[src/rtl/uart_key_decoder.sv]
// Shared 8N1 UART receiver driving a bank of per-key comparators.
// Each key output either toggles on its code or holds high for HOLD_CYCLES.

module uart_key_lane #(
    parameter int MODE        = 0,
    parameter int HOLD_CYCLES = 1
) (
    input  logic clk,
    input  logic rst,
    input  logic hit,
    output logic q
);
    if (MODE == 0) begin : g_toggle
        always_ff @(posedge clk) begin
            if (rst)      q <= 1'b0;
            else if (hit) q <= ~q;
        end
    end else begin : g_hold
        localparam int HW = $clog2(HOLD_CYCLES + 1);
        logic [HW-1:0] hcnt;

        // A hit always wins, so a retrigger on the expiry cycle keeps q high.
        always_ff @(posedge clk) begin
            if (rst) begin
                hcnt <= '0;
                q    <= 1'b0;
            end else if (hit) begin
                hcnt <= HW'(HOLD_CYCLES);
                q    <= 1'b1;
            end else if (hcnt != '0) begin
                hcnt <= hcnt - 1'b1;
                if (hcnt == HW'(1)) q <= 1'b0;
            end
        end
    end
endmodule

module uart_key_decoder #(
    parameter int                  CLKS_PER_BIT = 868,
    parameter int                  N_KEYS       = 8,
    parameter logic [8*N_KEYS-1:0] KEY_CODES    = {8'h61, 8'h73, 8'h64, 8'h66,
                                                   8'h7a, 8'h78, 8'h63, 8'h76},
    parameter int                  MODE         = 0,
    parameter int                  HOLD_CYCLES  = 10_000_000
) (
    input  logic              clk,
    input  logic              rst,
    input  logic              uart_in,
    output logic [N_KEYS-1:0] out,
    output logic [7:0]        rx_data,
    output logic              rx_valid,
    output logic              frame_err
);
    localparam int            CW     = $clog2(CLKS_PER_BIT);
    localparam logic [CW-1:0] HALF_C = CW'(CLKS_PER_BIT / 2 - 1);
    localparam logic [CW-1:0] LAST_C = CW'(CLKS_PER_BIT - 1);

    typedef enum logic [2:0] {WAIT_HIGH, IDLE, START, DATA, STOP} state_t;

    state_t        state, state_nxt;
    logic [1:0]    sync;
    logic          rxs;
    logic [CW-1:0] cnt, cnt_nxt;
    logic [2:0]    idx, idx_nxt;
    logic [7:0]    shreg, shreg_nxt, data_nxt;
    logic          valid_nxt, ferr_nxt;

    assign rxs = sync[1];

    always_ff @(posedge clk) begin
        if (rst) begin
            sync      <= 2'b11;
            state     <= WAIT_HIGH;
            cnt       <= '0;
            idx       <= '0;
            shreg     <= '0;
            rx_data   <= '0;
            rx_valid  <= 1'b0;
            frame_err <= 1'b0;
        end else begin
            sync      <= {sync[0], uart_in};
            state     <= state_nxt;
            cnt       <= cnt_nxt;
            idx       <= idx_nxt;
            shreg     <= shreg_nxt;
            rx_data   <= data_nxt;
            rx_valid  <= valid_nxt;
            frame_err <= ferr_nxt;
        end
    end

    always_comb begin
        state_nxt = state;
        cnt_nxt   = cnt + 1'b1;
        idx_nxt   = idx;
        shreg_nxt = shreg;
        data_nxt  = rx_data;
        valid_nxt = 1'b0;
        ferr_nxt  = 1'b0;
        case (state)
            WAIT_HIGH: begin
                cnt_nxt = '0;
                if (rxs) state_nxt = IDLE;
            end
            IDLE: begin
                cnt_nxt = '0;
                if (!rxs) state_nxt = START;
            end
            START: if (cnt == HALF_C) begin
                cnt_nxt   = '0;
                idx_nxt   = '0;
                state_nxt = rxs ? IDLE : DATA;
            end
            DATA: if (cnt == LAST_C) begin
                cnt_nxt   = '0;
                shreg_nxt = {rxs, shreg[7:1]};
                idx_nxt   = idx + 3'd1;
                if (idx == 3'd7) state_nxt = STOP;
            end
            STOP: if (cnt == LAST_C) begin
                cnt_nxt = '0;
                // A low stop bit means the line may still be mid-break; wait for idle.
                if (rxs) begin
                    data_nxt  = shreg;
                    valid_nxt = 1'b1;
                    state_nxt = IDLE;
                end else begin
                    ferr_nxt  = 1'b1;
                    state_nxt = WAIT_HIGH;
                end
            end
            default: state_nxt = WAIT_HIGH;
        endcase
    end

    for (genvar i = 0; i < N_KEYS; i++) begin : g_lane
        uart_key_lane #(.MODE(MODE), .HOLD_CYCLES(HOLD_CYCLES)) u_lane (
            .clk (clk),
            .rst (rst),
            .hit (rx_valid && (rx_data == KEY_CODES[8*i +: 8])),
            .q   (out[i])
        );
    end
endmodule

[config.mk]
export PLATFORM = sky130hd
export DESIGN_NAME = uart_key_decoder
export DESIGN_NICKNAME = d
export VERILOG_FILES = /design/src/rtl/uart_key_decoder.sv
export SDC_FILE = /design/constraint.sdc
export NUM_CORES = 1
export LEC_CHECK = 0
export CELL_PAD_IN_SITES_DETAIL_PLACEMENT = 0
export CELL_PAD_IN_SITES_GLOBAL_PLACEMENT = 2
export CORE_AREA = 10 10 88 90
export DETAILED_ROUTE_END_ITERATION = 10
export DIE_AREA = 0 0 98 100
export PLACE_DENSITY = 0.75
export SLEW_MARGIN = 10
export SYNTH_ARGS = -nofsm -noshare
export SYNTH_HDL_FRONTEND = slang
export SYNTH_SLANG_ARGS = --single-unit
[constraint.sdc]
create_clock -name clk -period 2.3 [get_ports clk]
set_input_delay 0.345 -clock clk [delete_from_list [all_inputs] [get_ports clk]]
set_output_delay 0.345 -clock clk [all_outputs]
set_load 0.01 [all_outputs]
==> results of run 1 <==
-- through the flow --
| stage | std cells | instance area [um2] | setup WS (ns) |
|---|---|---|---|
| 3_3_place_gp | 302 | 2180 | 0.145 |
| 4_1_cts | 309 | 2260 | 0.0796 |
| 6_report | 309 | 2270 | 0.239 |
| 2_1_floorplan | 217 | 1980 | 0.323 |
| 3_5_place_dp | 302 | 2180 | 0.0842 |
| 5_1_grt | 309 | 2270 | 0.139 |
-- final timing paths --
path	from	endpoint	slack [ns]
setup / recovery	cnt[1]$_SDFF_PP0_	rx_data[7]$_SDFFE_PP0P_	0.24
setup reg to reg	cnt[1]$_SDFF_PP0_	rx_data[7]$_SDFFE_PP0P_	0.24
hold reg to reg	sync[0]$_SDFF_PP1_	sync[1]$_SDFF_PP1_	0.41
hold / removal	sync[0]$_SDFF_PP1_	sync[1]$_SDFF_PP1_	0.41
-- cells in the mapped netlist (3+ instances only) --
master | count | area (um2)
sky130_fd_sc_hd__buf_4 | 8 | 60.1
sky130_fd_sc_hd__nor2_1 | 44 | 165
sky130_fd_sc_hd__mux2i_1 | 16 | 160
sky130_fd_sc_hd__or3_1 | 5 | 31.3
sky130_fd_sc_hd__nor2b_1 | 3 | 18.8
sky130_fd_sc_hd__ha_1 | 4 | 50.1
sky130_fd_sc_hd__nand4b_1 | 3 | 26.3
sky130_fd_sc_hd__clkbuf_1 | 4 | 15.0
sky130_fd_sc_hd__dfxtp_1 | 44 | 881
sky130_fd_sc_hd__nand3_1 | 6 | 30.0
sky130_fd_sc_hd__a21oi_1 | 6 | 30.0
sky130_fd_sc_hd__nor3_1 | 3 | 15.0
sky130_fd_sc_hd__xnor2_1 | 7 | 61.3
sky130_fd_sc_hd__o21ai_0 | 4 | 20.0
sky130_fd_sc_hd__xor2_1 | 10 | 87.6
sky130_fd_sc_hd__nand2_1 | 12 | 45.0
sky130_fd_sc_hd__inv_1 | 9 | 33.8
-- state kept, by name, indices dropped and copies added (netlist names) --
register,cells
shreg,8
rx_valid,1
g_lane.u_lane.q,8
sync,2
rx_data,8
state,3
cnt,10
idx,3
frame_err,1
-- kinds of logic (layout without fill, tap and decap cells) --
kind of cell | count (synthesis) | after routing | share of synthesized area
simple gates | 94 | 94 | 0.240
flops | 44 | 44 | 0.444
compound gates | 17 | 17 | 0.0543
xor+xnor | 17 | 17 | 0.0751
fa+ha+maj | 4 | 4 | 0.0253
buf+inv | 25 | 40 | 0.0802
mux | 16 | 16 | 0.0808
-- what timing repair did --
item | in CTS | in global routing
hold buffers | 0 | 0
resized for setup | 0 | 1
setup endpoints to repair | 0 | 8
-- layer usage --
layer  share of wire  vias to the layer above  wire (um)  GRT usage
li1                -                      741          -          -
met1            0.51                      622       1920     0.0990
met2            0.43                       19       1640      0.116
met3           0.044                        5        166     0.0268
met4           0.011                        0         43     0.0302
met5               0                        -          0          0
-- power breakdown --
part | total (mW) | switching (mW) | internal (mW) | leakage [nW]
logic | 0.188 | 0.112 | 0.0759 | 0.427
clock network | 0.461 | 0.255 | 0.206 | 0.0400
registers | 0.822 | 0.0394 | 0.782 | 0.355
total | 1.47 | 0.406 | 1.06 | 0.822
-- cell type report --
| cell class | instances | area, um2 | share of cell area |
|---|---|---|---|
| clock inverters | 2 | 12.5 | 0.00551 |
| repair buffers | 24 | 230 | 0.101 |
| multi-input cells | 148 | 947 | 0.417 |
| inverters | 9 | 33.8 | 0.0149 |
| well taps | 77 | 96.3 | 0.0424 |
| clock buffers | 5 | 68.8 | 0.0303 |
| flip-flops and latches | 44 | 881 | 0.388 |
==> results.md, run 1 <==
Finish:
- The count of fill cells added during filler insertion is between 600 and 700.
- The top cell types in the final layout, fill and taps aside, are sky130_fd_sc_hd__nor2_1 (44), sky130_fd_sc_hd__dfxtp_1 (44), sky130_fd_sc_hd__clkdlybuf4s50_1 (20), sky130_fd_sc_hd__mux2i_1 (16), sky130_fd_sc_hd__nand2_1 (12).
- The area growth from synthesis to layout is 14.5%.
- For this run, the post-layout net count is 239.
- 0 antenna diodes ended up in the layout.
- The core utilization of the finished layout is 0.370.
- Of the cells placed in the final design, the portion with a size suffix greater than 1 is 0.0819.

Setup path:
- The type of the worst setup path is register to register.
- For this run, the slowest stage of the critical path takes around 0.49 ns.
- The kind of cell adding the most delay to the critical path is simple AND/OR/NAND/NOR gates.
- STA classifies the critical path startpoint as a register.
- The arrival time at the worst endpoint is 2.24 ns.
- Of all nets on the critical path, the largest fanout is 9.
- The critical path runs through a total of 6 cells.
- The signal on the critical path passes through ha_1 > nand4bb_1 > or4_4 > or3_4 > mux2i_1 > nor2_1.
- The number of buffers and inverters on the critical path is 0.
- STA classifies the critical path endpoint as a register.
- For the worst setup path, the data required time is 2.48 ns.
- The depth of the worst register-to-register path is 6.
- The slowest stage cell on the critical path is sky130_fd_sc_hd__or4_4.

Global route:
- For this run the aggregate overflow at the end of global routing stands at 0.
- The number of global-route vias before repair is roughly 1300.
- The wire length of the first global-routing pass is around 6400 um.
- For this run, the total global-route usage over all layers was measured as 0.0772.
- Entering global routing, the biggest net connects 21 pins.
- The number of antenna violations at the first check in global routing is 0.

Synthesis:
- Each instance of the synthesized netlist takes up on average about 9 um2.
- The number of enable flip-flop cells after synthesis is 0.
- The yosys synthesis warning count is 0.
- For this run, asynchronously set or reset flops after synthesis account for 0.
- Synthesis handed over a netlist of 217 instances.
- The total of flip-flops plus latches after synthesis is between 40 and 50.
- The post-synthesis sequential area ratio is 0.444.
- Counting distinct cell types in the post-synthesis netlist gives 41.
- The dominant register cell in the synthesized netlist is sky130_fd_sc_hd__dfxtp_1.
- Summing every instance area after synthesis gives between 0.0015 and 0.002 mm2.
- Counting every net in the synthesized netlist gives between 200 and 250.

Timing:
- The setup TNS is 0 ns.
- The number of endpoints with negative hold slack in the final report came to 0.
- For this run, the top clock speed supported by timing is slightly below 0.5 GHz.
- The pin slew with the least headroom to its limit is roughly 0.44 ns.
- The worst hold-check slack is between 0.4 and 0.5 ns.
- The final max-slew violation count came to 0.
- Measured against its own limit, the worst slew margin works out to 0.703.
- The routed design could run at a clock period as short as 2.06 ns.
- Clock skew on the completed layout was measured at approximately 0.0076 ns.
- Setup violations remaining at the end of the flow were counted as 0.
- The fraction of the cycle the final worst path needs is 0.896.
- Setup repair after global routing left no endpoint under its margin.

Clocking:
- The CTS root buffer is sky130_fd_sc_hd__clkbuf_8.
- The register clock-pin slew on the reported worst setup and hold paths is 0.08 ns.
- Clock tree synthesis inserted a total of 5 buffers.
- The clock net in this run drives a total of 44 sinks.
- The depth of the CTS H-tree is 2.
- TritonCTS built the clock tree.
- The total setup buffers inserted after CTS is 0.
- The clock insertion delay at the later pin of the skew report is about 0.3 ns.
- No sink is reached through more buffers than the 2 on the longest clock path.

Floorplanning:
- The overall die width is 98 um.
- The starting utilization of the core area is 0.323.
- The die area is between 0.009 and 0.01 mm2.
- 21 I/O pins were placed.
- The die is 100 um tall.
- The placeable core region is 0.00613 mm2.
- The placement row count is 29.

Pwr:
- The total power of the final layout is ~1.5 mW.
- Dividing total power by cell area gives a power density of 648 mW/mm2.
- The worst-case IR drop observed on VDD is 0.000289 V.
- The static leakage is around 0.82 nW.

Hold path:
- In this run the worst hold path is classified as register to register.
- The number of stages on the worst hold path is 1.

Route:
- The iteration count of the initial detailed-routing pass is 4.
- Summed over all layers, the routed wires come to between 3000 and 4000 um.
- In the final routed layout, each cell accounts on average for about 12 um.
- The total DRC errors in the routed layout is 0.
- Summing over every cut layer, the via total after detailed routing is 1387.
- The ratio of routed vias to standard cells is 4.49.
- Once detail routing completed, the nets flagged for antenna violations numbered 0.
- The starting DRC count in detailed routing is 38.

Placement:
- The HPWL after detailed placement is between 2000 and 3000 um.
- Input and output buffers added on the ports amount to 20.
- At the end of routability-driven placement, the weighted congestion stood at just under 0.8.

Run status:
- The flow ran to the end, and the final reports show no timing, DRC or antenna violations.

Flow run:
- Max-cap violations in this run came to 0.
Note: power is estimated with default switching activity, not from simulation.
==> run 2: changes to the inputs <==
--- a/config.mk
+++ b/config.mk
@@ -5,6 +5,7 @@
 export SDC_FILE = /design/constraint.sdc
 export NUM_CORES = 1
 export LEC_CHECK = 0
+export CAP_MARGIN = 20
 export CELL_PAD_IN_SITES_DETAIL_PLACEMENT = 0
 export CELL_PAD_IN_SITES_GLOBAL_PLACEMENT = 2
 export CORE_AREA = 10 10 88 90
==> results of run 2 <==
Same layout as run 1: the final DEF is identical, and so are final timing and power.
==> run 3: changes to the inputs <==
--- a/config.mk
+++ b/config.mk
@@ -12,6 +12,7 @@
 export DETAILED_ROUTE_END_ITERATION = 10
 export DIE_AREA = 0 0 98 100
 export PLACE_DENSITY = 0.75
+export REMOVE_ABC_BUFFERS = 1
 export SLEW_MARGIN = 10
 export SYNTH_ARGS = -nofsm -noshare
 export SYNTH_HDL_FRONTEND = slang
==> results.md, run 3 (synthesized netlist as in run 1, its figures left out) <==
Finish:
- The number of diodes is 0 (unchanged).
- The core utilization of the finished layout is 0.372 (+0.00184).
- In the layout the commonest cells are sky130_fd_sc_hd__nor2_1 (44), sky130_fd_sc_hd__dfxtp_1 (44), sky130_fd_sc_hd__clkdlybuf4s50_1 (20), sky130_fd_sc_hd__mux2i_1 (16), sky130_fd_sc_hd__nand2_1 (12).
- The net total in the final layout is 239 (unchanged).
- The count of fill cells added during filler insertion is 643 (+1.7%).
- The number of flip-flops under the largest register name is 10 (unchanged).
- The fraction of layout instances using a drive strength above 1 is 0.0858 (+0.00394).
- The register with the highest flop count is cnt.
- The area growth from synthesis to layout is 15.1%.

Clocking:
- The clock sink count was 44 (unchanged).
- The maximum number of buffers from clock root to sink is 2 (unchanged).
- The register clock-pin slew on the reported worst setup and hold paths is 0.09 ns (about the same).
- The clock insertion delay at the later pin of the skew report is 0.30 ns (about the same).
- The CTS root buffer is sky130_fd_sc_hd__clkbuf_8.
- The TritonCTS buffer count was 5 (unchanged).
- The quantity of hold-fixing buffers added after cts was 0 (unchanged).
- TritonCTS built the clock tree.
- The depth of the CTS H-tree is 2 (unchanged).

Route:
- The iteration count of the initial detailed-routing pass is 4 (unchanged).
- The total DRC errors in the routed layout is 0 (unchanged).
- The starting DRC count in detailed routing is 79 (+110%).
- The final routed wire length divided by cell count came to 12.4 um (+1.8%).
- The antenna violation net count after detailed routing was 0 (unchanged).
- The final wirelength is 3850 um (+2.1%).
- The ratio of routed vias to standard cells is 4.67 (+4.1%).
- The total via count in the routed design is 1448 (+4.4%).

Timing:
- The final period demand of the worst path is 2.04 ns (-0.0223 ns).
- The final max-slew violation count is 0 (unchanged).
- The pin slew with the least headroom to its limit is 0.487 ns (+0.0436 ns).
- Setup repair after global routing left no endpoint under its margin.
- The number of endpoints with negative hold slack in the final report is 0 (unchanged).
- The number of endpoints failing setup at the final stage is 0 (unchanged).
- The maximum clock skew at final layout was 0.00488 ns (-0.00268 ns).
- The top achievable clock speed was 0.491 GHz (+1.1%).
- The setup TNS is 0 ns (unchanged).
- The fraction of the cycle the final worst path needs is 0.886 (-0.00972).
- The smallest setup slack after layout is 0.261 ns (+0.0223 ns).
- The worst slew slack as a fraction of its limit was 0.674 (-0.0292).

Setup path:
- The largest fanout on the critical path is 9 (unchanged).
- The sort of element at the start of the critical path is a register.
- STA classifies the critical path endpoint as a register.
- The required time reported for the critical path endpoint is 2.49 ns (about the same).
- The arrival time at the worst endpoint was 2.23 ns (about the same).
- The critical path is of the register to register type.

Floorplanning:
- The placement row count is 29 (unchanged).
- The starting utilization of the core area is 0.323 (unchanged).
- The placeable core region is 0.00613 mm2 (unchanged).
- The number of primary I/O pins is 21 (unchanged).
- The floorplan die height is 100 um (unchanged).
- The die area is 0.00980 mm2 (unchanged).
- The overall die width came to 98 um (unchanged).

Pwr:
- The total power of the final layout is 1.50 mW (+2.1%).
- The total power density per cell area is 658 mW/mm2 (+1.5%).
- The static leakage came to 0.823 nW (about the same).
- The maximum VDD drop came to 0.000295 V (+1.8%).

Hold path:
- The class of the tightest hold or removal check is register to register.

Global route:
- The number of antenna violations at the first check in global routing came to 0 (unchanged).
- The largest net degree at the start of global routing is 25 (+19%).
- The number of global-route vias before repair was 1353 (+2.0%).
- The wire length of the first global-routing pass came to 6500 um (+2.1%).
- The global router's overall resource usage is 0.0782 (+0.000931).
- The sum of overflow across all layers after global routing came to 0 (unchanged).

Placement:
- The count of buffers inserted at the top-level ports is 20 (unchanged).
- The final weighted congestion in routability-driven placement is 0.716 (-7.8%).
- The HPWL after detailed placement was 2860 um (+4.7%).
- The placement-stage worst setup slack is 0.0974 ns (+0.0131 ns).

Run status:
- The flow ran to the end, and the final reports show no timing, DRC or antenna violations.

Flow run:
- The count of max-cap constraint violations was 0 (unchanged).
-- run 3: cell count changes in the layout (fill, tap and decap cells not counted) --
cell / delta
sky130_fd_sc_hd__clkinv_2: -1
sky130_fd_sc_hd__clkinv_4: +1
sky130_fd_sc_hd__clkinvlp_4: +1
-- run 3: path summary, 6_finish.rpt --
| check | start | to | slack (ns) | cells past startpoint |
|---|---|---|---|---|
| worst max register to register | cnt[1]$_SDFF_PP0_ | rx_data[6]$_SDFFE_PP0P_ | 0.26 | 6 |
| worst max-delay path | cnt[1]$_SDFF_PP0_ | rx_data[6]$_SDFFE_PP0P_ | 0.26 | 6 |
| worst min-delay path | sync[0]$_SDFF_PP1_ | sync[1]$_SDFF_PP1_ | 0.41 | 1 |
| worst min register to register | sync[0]$_SDFF_PP1_ | sync[1]$_SDFF_PP1_ | 0.41 | 1 |
-- run 3: power breakdown --
group	switching (mW)	internal, mW	leakage, nW	total, mW
sequential	0.0408	0.782	0.355	0.823
combinational	0.113	0.0757	0.427	0.189
clock	0.273	0.215	0.0404	0.488
-- run 3: worst max-delay path, cell delays in order (launching register included) --
cell                        delay, ns
sky130_fd_sc_hd__dfxtp_1         0.37
sky130_fd_sc_hd__ha_1            0.22
sky130_fd_sc_hd__nand4bb_1       0.16
sky130_fd_sc_hd__or4_4           0.47
sky130_fd_sc_hd__or3_4           0.48
sky130_fd_sc_hd__mux2i_1         0.17
sky130_fd_sc_hd__nor2_1          0.05
-- run 3: routing by layer --
metal | up-vias | wire length [um] | track usage
li1 | 752 | - | -
met1 | 670 | 1960 | 0.0984
met3 | 4 | 195 | 0.0282
met2 | 22 | 1640 | 0.119
met4 | 0 | 45 | 0.0302
met5 | - | 0 | 0
-- run 3: what timing repair did --
item | in CTS | in global routing
setup endpoints to repair | 0 | 8
buffers inserted | 0 | 0
resized for setup | 0 | 1
-- run 3: layout make-up --
| class | instances | area, um2 | share of cell area |
|---|---|---|---|
| clock buffers | 5 | 68.8 | 0.0302 |
| inverters | 9 | 33.8 | 0.0148 |
| clock inverters | 3 | 23.8 | 0.0104 |
| well taps | 77 | 96.3 | 0.0422 |
| multi-input cells | 148 | 947 | 0.415 |
| flip-flops and latches | 44 | 881 | 0.386 |
| repair buffers | 24 | 230 | 0.101 |
-- run 3: stage by stage --
| stage | area, um2 | hold slack [ns] | std cells |
|---|---|---|---|
| final | 2280 | 0.415 | 310 |
| after floorplan | 1860 | 0.389 | 201 |
| after global placement | 2180 | 0.395 | 302 |
| after CTS | 2280 | 0.416 | 310 |
| after global routing | 2280 | 0.423 | 310 |
| after detailed placement | 2180 | 0.395 | 302 |
